$ cat config.mk
export PLATFORM = sky130hd
export DESIGN_NAME = uart_rx_frame_ctrl
export DESIGN_NICKNAME = d
export VERILOG_FILES = /design/src/rtl/uart_rx_frame_ctrl_pkg.sv /design/src/rtl/uart_rx_edge_bit_counter.sv /design/src/rtl/uart_rx_frame_ctrl.sv
export SDC_FILE = /design/constraint.sdc
export NUM_CORES = 1
export LEC_CHECK = 0
export ABC_AREA = 0
export BUFFER_PORTS_ARGS = -buffer_cell sky130_fd_sc_hd__buf_2
export CAP_MARGIN = 10
export CORE_MARGIN = 2
export CORE_UTILIZATION = 41
export CTS_BUF_LIST = sky130_fd_sc_hd__clkbuf_8
export CTS_CLUSTER_DIAMETER = 200
export DETAILED_ROUTE_END_ITERATION = 8
export GPL_ROUTABILITY_DRIVEN = 0
export SYNTH_ARGS = -nofsm -noshare
export SYNTH_HDL_FRONTEND = slang
export SYNTH_SLANG_ARGS = --single-unit
$ cat constraint.sdc
create_clock -name CLK -period 1.87 [get_ports CLK]
set_input_delay 0.0935 -clock CLK [delete_from_list [all_inputs] [get_ports CLK]]
set_output_delay 0.0935 -clock CLK [all_outputs]
set_load 0.01 [all_outputs]
$ cat src/rtl/uart_rx_frame_ctrl_pkg.sv
// rtl/uart_rx_frame_ctrl_pkg.sv - shared state encoding and constants for the UART RX frame controller
package uart_rx_frame_ctrl_pkg;

    typedef enum logic [2:0] {
        ST_IDLE   = 3'd0,
        ST_START  = 3'd1,
        ST_DATA   = 3'd2,
        ST_PARITY = 3'd3,
        ST_STOP   = 3'd4
    } rx_state_t;

    // Smallest oversampling ratio the sampler can vote on; smaller requests are clamped up.
    localparam int PRESCALE_MIN = 4;

endpackage

$ cat src/rtl/uart_rx_edge_bit_counter.sv
// rtl/uart_rx_edge_bit_counter.sv - oversampling edge counter and bit counter with bit_end strobe
module uart_rx_edge_bit_counter #(
    parameter int PS_WIDTH = 6,
    parameter int BC_WIDTH = 4
) (
    input  logic                CLK,
    input  logic                RST,
    input  logic                en,
    input  logic [PS_WIDTH-1:0] ps_l,
    output logic [PS_WIDTH-1:0] edge_count,
    output logic [BC_WIDTH-1:0] bit_count,
    output logic                bit_end
);

    // Last oversampling edge of the current bit; only meaningful while counting.
    assign bit_end = en && (edge_count == ps_l - PS_WIDTH'(1));

    // Edge counter wraps at bit_end and advances the bit counter; both held at 0 when disabled.
    always_ff @(posedge CLK) begin
        if (!RST) begin
            edge_count <= '0;
            bit_count  <= '0;
        end else if (!en) begin
            edge_count <= '0;
            bit_count  <= '0;
        end else if (bit_end) begin
            edge_count <= '0;
            bit_count  <= bit_count + BC_WIDTH'(1);
        end else begin
            edge_count <= edge_count + PS_WIDTH'(1);
        end
    end

endmodule

$ cat src/rtl/uart_rx_frame_ctrl.sv
// rtl/uart_rx_frame_ctrl.sv - UART receive frame controller: FSM, deserialiser, parity/stop checks
module uart_rx_frame_ctrl
    import uart_rx_frame_ctrl_pkg::*;
#(
    parameter int DATA_WIDTH = 8,
    parameter int PS_WIDTH   = 6
) (
    input  logic                  CLK,
    input  logic                  RST,
    input  logic                  rx_in,
    input  logic [PS_WIDTH-1:0]   prescale,
    input  logic                  PAR_EN,
    input  logic                  PAR_TYP,
    input  logic                  sampled_data,
    output logic                  data_sample_en,
    output logic [PS_WIDTH-1:0]   edge_count,
    output logic [DATA_WIDTH-1:0] P_DATA,
    output logic                  data_valid,
    output logic                  par_err,
    output logic                  stp_err,
    output logic                  strt_glitch
);

    // Bit index runs 0 (start) .. DATA_WIDTH+2 (stop with parity) and may tick once more at the stop bit_end.
    localparam int BC_WIDTH = $clog2(DATA_WIDTH + 4);

    rx_state_t             state;
    rx_state_t             state_nxt;
    logic [PS_WIDTH-1:0]   ps_l;
    logic                  par_en_l;
    logic                  par_typ_l;
    logic [DATA_WIDTH-1:0] shift_reg;
    logic                  frame_bad;
    logic                  bit_end;
    logic [BC_WIDTH-1:0]   bit_count;
    logic                  start_seen;
    logic                  last_data_bit;
    logic                  parity_exp;

    assign start_seen    = (state == ST_IDLE) && !rx_in;
    assign last_data_bit = (bit_count == BC_WIDTH'(DATA_WIDTH));
    assign parity_exp    = par_typ_l ? ~^shift_reg : ^shift_reg;

    uart_rx_edge_bit_counter #(
        .PS_WIDTH (PS_WIDTH),
        .BC_WIDTH (BC_WIDTH)
    ) u_counter (
        .CLK        (CLK),
        .RST        (RST),
        .en         (data_sample_en),
        .ps_l       (ps_l),
        .edge_count (edge_count),
        .bit_count  (bit_count),
        .bit_end    (bit_end)
    );

    // State register.
    always_ff @(posedge CLK) begin
        if (!RST) begin
            state <= ST_IDLE;
        end else begin
            state <= state_nxt;
        end
    end

    // Next-state decode; every bit phase advances only on its final oversampling edge.
    always_comb begin
        state_nxt = state;
        case (state)
            ST_IDLE:   if (!rx_in) state_nxt = ST_START;
            ST_START:  if (bit_end) state_nxt = sampled_data ? ST_IDLE : ST_DATA;
            ST_DATA:   if (bit_end && last_data_bit) state_nxt = par_en_l ? ST_PARITY : ST_STOP;
            ST_PARITY: if (bit_end) state_nxt = ST_STOP;
            ST_STOP:   if (bit_end) state_nxt = ST_IDLE;
            default:   state_nxt = ST_IDLE;
        endcase
    end

    // Sampler and counters are active for every bit of a frame.
    always_comb begin
        data_sample_en = 1'b0;
        case (state)
            ST_START, ST_DATA, ST_PARITY, ST_STOP: data_sample_en = 1'b1;
            default:                               data_sample_en = 1'b0;
        endcase
    end

    // Frame configuration is frozen at the start edge so mid-frame input changes cannot corrupt it.
    always_ff @(posedge CLK) begin
        if (!RST) begin
            ps_l      <= PS_WIDTH'(PRESCALE_MIN);
            par_en_l  <= 1'b0;
            par_typ_l <= 1'b0;
        end else if (start_seen) begin
            ps_l      <= (prescale < PS_WIDTH'(PRESCALE_MIN)) ? PS_WIDTH'(PRESCALE_MIN) : prescale;
            par_en_l  <= PAR_EN;
            par_typ_l <= PAR_TYP;
        end
    end

    // Deserialiser, frame checks and registered one-cycle result pulses.
    always_ff @(posedge CLK) begin
        if (!RST) begin
            shift_reg   <= '0;
            frame_bad   <= 1'b0;
            P_DATA      <= '0;
            data_valid  <= 1'b0;
            par_err     <= 1'b0;
            stp_err     <= 1'b0;
            strt_glitch <= 1'b0;
        end else begin
            data_valid  <= 1'b0;
            par_err     <= 1'b0;
            stp_err     <= 1'b0;
            strt_glitch <= 1'b0;
            case (state)
                ST_START: begin
                    if (bit_end && sampled_data) begin
                        strt_glitch <= 1'b1;
                    end
                end
                ST_DATA: begin
                    if (bit_end) begin
                        // Line order is LSB first, so each new bit enters at the top.
                        shift_reg <= {sampled_data, shift_reg[DATA_WIDTH-1:1]};
                    end
                end
                ST_PARITY: begin
                    if (bit_end && (sampled_data != parity_exp)) begin
                        par_err   <= 1'b1;
                        frame_bad <= 1'b1;
                    end
                end
                ST_STOP: begin
                    if (bit_end) begin
                        if (!sampled_data) begin
                            stp_err <= 1'b1;
                        end else if (!frame_bad) begin
                            P_DATA     <= shift_reg;
                            data_valid <= 1'b1;
                        end
                        frame_bad <= 1'b0;
                    end
                end
                default: frame_bad <= 1'b0;
            endcase
        end
    end

endmodule

==> metrics.cfg, run 1 <==
[status]
status=complete, no violations

[logic_synthesis]
synth_commonest_cells=dfxtp_1 (42), nor2_1 (35), nand2_1 (19)
ys_seq_elements=42
yosysTopAreaCell=dfxtp_1
synth_cell_types=42
synth_cells=212
synthArstFlopShare_pct=0
synth-main-ff-cell=dfxtp_1
syn_area_mm2=0.001956
synth_top_area_share_pct=42.99
synthTopCellsByArea=dfxtp_1 (43%), mux2i_1 (8.7%), nor2_1 (6.7%)
synth.most_common_cell=dfxtp_1
syn_avg_cell_area_um2=9.225
yosysWarnings=0
synth_edf_count=0
synth_nets=228
yosysSeqAreaShare_pct=42.99

[final_layout]
regArea_um2=857.1
multi_input_area_mm2=0.001121
final_layout_size_suffix_gt1_share_pct=33.21
nNetsFinal=283
area_growth_syn_to_layout_pct=29.05
antenna_cells=0
fillers=437

[job]
cap_violations=0

[global_routing]
grt_pass1_wl_mm=6.561
antenna_found_initial=0
overflow=0
top_usage_layer=met1
grt_max_degree=18
grt_pass1_vias=1389
grt_use_met3_pct=4.420
track_usage_pct=15.85
met2_usage_pct=22.02
globalRouteMet1Util_pct=23.78

[drt]
ant_nets=0
routedWlPerCell_um=12.25
first_iter_violations=64
drt_first_pass_iters=4
wl_mm=3.946
drc=0
vias=1578
via_per_inst=4.901

[timing]
fmax_mhz=546.5
finalCritPeriodShare_pct=97.86
layout_min_cycle_time_ns=1.830
tightest_slew_ns=0.4688
skew_ns=0.008163
setup-tns-final_ns=0
slew_headroom_pct=68.50
hold_ws_ns=0.03395
drv_slew=0
finalSetupViolations=0
finalHoldViolCount=0
grt_setup_unrepaired=yes

[power]
pwr-share-clk_pct=34.3
p_leak_uw=0.001162
power_frac_comb_pct=13.1
swShare_pct=25.78
internal_power_uw=1316
p_per_area_mw_per_mm2=702.5
p_seq_share_pct=52.5
ir_drop_mv=0.5575
power.switching_uw=457.0

[worst_setup_path]
critPathRequiredTime_ns=2.06
critPathMaxFanout=8
arrival_ns=2.02
end_kind=flop
path_class=flop to flop
critPathLaunchType=flop

[place]
dp_hpwl_mm=2.905
io_buffers=30

[die]
die_width_um=73.07
fp.dieArea_mm2=0.005338
fp.dieH_um=73.07
start_util_pct=41.96
core_mm2=0.004661
rows=25
num_io_pins=31

[clock_network]
h-tree-depth=2
cts_tree=built
clk_latency_ns=0.29
clockBufferDepth=2
cts_buffers=5
root_buffer=clkbuf_8
clock-sinks=42
path_clk_slew_ns=0.08
hold_buffers=0

[hold_path]
hp-class=primary input to flop

==> final timing paths <==
check          start           end  slack [ns]  cells past startpoint
min reg2reg  ps_l[5]       ps_l[5]        0.47                      2
max          ps_l[0]  shift_reg[6]        0.04                     10
min          PAR_TYP     par_typ_l        0.03                      3
max reg2reg  ps_l[0]  shift_reg[6]        0.04                     10
==> repair_timing <==
action                                  in CTS  in global routing
endpoints found under the setup margin       4                 14
pin swaps                                    9                  4
gates resized for setup                      7                 12
buffers inserted                             4                  0
==> per-stage QoR <==
stage / setup slack, ns / cells / power [uW] / util, % / area [um2]
floorplan: 0.005674 / 212 / 1093 / - / 1971
global placement: -0.002863 / 310 / 1168 / 49.93 / 2327
detailed placement: -0.03563 / 310 / 1168 / 49.93 / 2327
CTS: 0.002282 / 322 / 1787 / 52.99 / 2470
global route: -0.07210 / 322 / 1858 / 54.15 / 2524
finish: 0.04007 / 322 / 1773 / 54.15 / 2524
==> final cells by class <==
class / count / area share [%]
timing repair buffer: 55 / 13.88
tap: 54 / 2.677
clock buffer: 6 / 3.272
clock inverter: 2 / 0.4958
inverter: 8 / 1.289
multi-input combinational: 155 / 44.42
sequential: 42 / 33.96
==> placed cells by master (no fill, tap or decap), types with 2 or more instances in the layout <==
cell type and instances:
a21oi_1 11, a22oi_1 2, and3_1 2, buf_2 30, buf_4 24, clkbuf_8 6
dfxtp_1 37, dfxtp_4 4, ha_1 3, inv_1 5, mux2i_1 16, nand2_1 19
nand2b_1 4, nand3_1 7, nor2_1 35, nor3_1 4, nor4_1 2, o21ai_0 2
xnor2_1 10, xnor2_2 2, xor2_1 9
==> logic make-up (layout without fill, tap and decap cells) <==
family / Yosys count / count (layout) / synth area share [%]
AOI/OAI and AO/OA: 24 / 24 / 8.765
xor gates and xnor gates: 23 / 23 / 11.96
adders and majority gates: 4 / 4 / 2.559
buffers and inverters: 15 / 71 / 3.135
DFF: 42 / 42 / 42.99
muxes: 17 / 17 / 8.701
and+or+nand+nor: 87 / 87 / 21.88
==> per-layer routing <==
metal | wire [um] | share of wire (%)
met1 | 2077 | 53
met2 | 1640 | 42
met3 | 173 | 4.4
met4 | 55 | 1.4
met5 | 0 | 0
==> worst max-delay path, stage by stage (launching register included) <==
cell	delay, ns
dfxtp_4	0.39
inv_4	0.04
ha_4	0.22
xnor2_1	0.12
nor2_1	0.09
o2111a_2	0.25
buf_4	0.13
nand3_2	0.08
buf_12	0.17
mux2i_2	0.18
nor2_1	0.05
==> power groups by stage <==
stage | Combinational (uW) | Clock (uW) | Sequential [uW]
finish | 233 | 609 | 931
global route | 259 | 664 | 934
CTS | 225 | 631 | 931
detailed placement | 215 | 0 | 952
global placement | 216 | 0 | 952
floorplan | 143 | 0 | 950
Note: power is estimated with default switching activity, not from simulation.
==> run 2: changes to the inputs <==
--- a/config.mk
+++ b/config.mk
@@ -5,7 +5,7 @@
 export SDC_FILE = /design/constraint.sdc
 export NUM_CORES = 1
 export LEC_CHECK = 0
-export ABC_AREA = 0
+export ABC_AREA = 1
 export BUFFER_PORTS_ARGS = -buffer_cell sky130_fd_sc_hd__buf_2
 export CAP_MARGIN = 10
 export CORE_MARGIN = 2
==> metrics.cfg, run 2 <==
[final_layout]
mostFrequentLayoutCells=nand2_1 (56), inv_1 (45), dfxtp_1 (40), nor2_1 (34), buf_2 (30)
antenna_cells=0
layout_commonest_cell=nand2_1
multi_input_area_mm2=0.001045
fillers=484
area_growth_syn_to_layout_pct=22.27
nNetsFinal=346
final_layout_size_suffix_gt1_share_pct=21.45
fin_cells=398
finish.utilization_pct=52.45
stdcell_area_mm2=0.002494
regArea_um2=843.3

[timing]
finalCritPeriodShare_pct=95.30
finalSetupViolations=0
layout_min_cycle_time_ns=1.782
setup_slack_ns=0.08796
tightest_slew_ns=0.4724
grt_setup_unrepaired=yes
fmax_mhz=561.2
finalHoldViolCount=0
drv_slew=0
skew_ns=0.007363
slew_headroom_pct=68.39

[logic_synthesis]
synth.most_common_cell=nand2_1
yosysSeqAreaShare_pct=41.23
synth-main-ff-cell=dfxtp_1
syn_area_mm2=0.002039
synth_top_area_share_pct=41.23
ys_seq_elements=42
synth_nets=305
synthArstFlopShare_pct=0
synth_compound_area_share_pct=14.79
yosysTopAreaCell=dfxtp_1
synth_top_family_by_area=simple AND/OR/NAND/NOR gates
synthMuxAreaShare_pct=0
synth_edf_count=0
synth_cell_types=29
synthTopCellsByArea=dfxtp_1 (41%), nand2_1 (10%), inv_1 (8.8%)
synth_cells=289
synth_xor_area_share_pct=2.577
synth_fa_ha_area_share_pct=2.454
yosysWarnings=0
synth_commonest_cells=nand2_1 (57), inv_1 (48), dfxtp_1 (42)
synth-simple-area-share_pct=27.85
syn_avg_cell_area_um2=7.057

[global_routing]
grt_use_met3_pct=4.607
met2_usage_pct=24.58
grt_pass1_wl_mm=6.982
antenna_found_initial=0
grt_max_degree=16
track_usage_pct=16.55
globalRouteMet1Util_pct=22.90
top_usage_layer=met2
overflow=0
grt_pass1_vias=1591

[drt]
via_per_inst=4.683
wl_mm=4.432
vias=1864
first_iter_violations=118
drt_first_pass_iters=4
ant_nets=0
routedWlPerCell_um=11.14
drc=0

[power]
p_per_area_mw_per_mm2=1105
p_leak_uw=0.001116
finalPower_uw=2757
p_seq_share_pct=39.5
pwr-share-clk_pct=22.4
power.switching_uw=1092
ir_drop_mv=0.6202
swShare_pct=39.62
power_frac_comb_pct=38.1
internal_power_uw=1665

[worst_setup_path]
end_kind=flop
arrival_ns=1.98
cp_top_family=simple AND/OR/NAND/NOR gates
cpPeakStageDelay_ns=0.34
critPathRequiredTime_ns=2.07
critPathMaxFanout=11
reg2reg_setup_slack_ns=0.09
reg2reg_depth=10
path_cells=inv_2 -> ha_4 -> xnor2_2 -> nor2_2 -> nand3_4 -> nor2_8 -> buf_12 -> nand2_8 -> o21ai_0 -> a21oi_1
critPathSlowestCell=dfxtp_2
critPathLaunchType=flop
cp_num_buf_inv=2
crit_cells=10
path_class=flop to flop

[clock_network]
root_buffer=clkbuf_8
h-tree-depth=2
cts_buffers=5
path_clk_slew_ns=0.09
clk_latency_ns=0.31
cts_tree=built
hold_buffers=0
clockBufferDepth=2
clock-sinks=42

[die]
fp.dieArea_mm2=0.005555
num_io_pins=31
fp.dieH_um=74.53
start_util_pct=42.89
rows=25
die_width_um=74.53
core_mm2=0.004755

[place]
placed_cell_area_mm2=0.002277
pre_cts_slack_ns=0.008185
dp_cells=386
dp_hpwl_mm=3.199
io_buffers=30

[status]
status=complete, no violations

[hold_path]
worstHoldPathCells=2
hp-class=primary input to flop

[job]
cap_violations=0

run 2: cell types whose count changed after synthesis, sizes merged, moves of 6 or more:
cell	before	now
inv	7	50
xnor2	13	3
xor2	9	3
o21ai	3	28
mux2i	17	0
nand3	8	16
nand2	20	60
a21oi	12	27
run 2: power by group through the flow:
stage	combinational, uW	sequential (uW)	clock [uW]
floorplan	727	1090	0
global placement	933	1100	0
detailed placement	937	1100	0
CTS	946	1080	631
global route	1190	1110	669
finish	1050	1090	618
run 2: worst paths after layout:
| path | startpoint | to |
|---|---|---|
| setup / recovery | ps_l[1] | shift_reg[0] |
| setup reg to reg | ps_l[1] | shift_reg[0] |
| hold reg to reg | P_DATA[0] | P_DATA[0] |
| hold / removal | sampled_data | stp_err |
run 2: kinds of logic (layout without fill, tap and decap cells):
kind of cell / count (synthesis) / after routing
fa+ha+maj: 4 / 4
flops: 42 / 42
xor+xnor: 6 / 6
simple gates: 123 / 124
compound gates: 58 / 58
buf+inv: 56 / 97
run 2: timing repair:
| action | CTS | global route |
|---|---|---|
| buffers inserted | 0 | 3 |
| cloned | 0 | 1 |
| pin swaps | 2 | 6 |
| gates resized for setup | 1 | 26 |
| setup endpoints to repair | 2 | 29 |
run 2: routing by layer:
metal	share of wire, %	up-vias
met5	0	-
met4	1.4	0
met3	4.4	6
met2	43	47
met1	51	806
li1	-	1005
run 2: per-stage QoR:
| stage | hold slack, ns | setup TNS, ns |
|---|---|---|
| floorplan | 0.1720 | 0 |
| global route | 0.02046 | -0.05146 |
| CTS | 0.01400 | 0 |
| global placement | 0.3308 | 0 |
| finish | 0.01006 | 0 |
| detailed placement | 0.3335 | 0 |
run 2: worst reg2reg max path, cell delays in order (launching register included):
cell and delay, ns:
dfxtp_2 0.34, inv_2 0.05, ha_4 0.23, xnor2_2 0.13, nor2_2 0.15, nand3_4 0.11
nor2_8 0.21, buf_12 0.14, nand2_8 0.07, o21ai_0 0.18, a21oi_1 0.06
run 2: final cells by class:
class	instances	area share, %
clock buffers	5	2.760
clock inverters	3	1.004
inverters	51	8.078
multi-input cells	192	41.90
flip-flops and latches	42	33.82
well taps	67	3.362
repair buffers	38	9.082
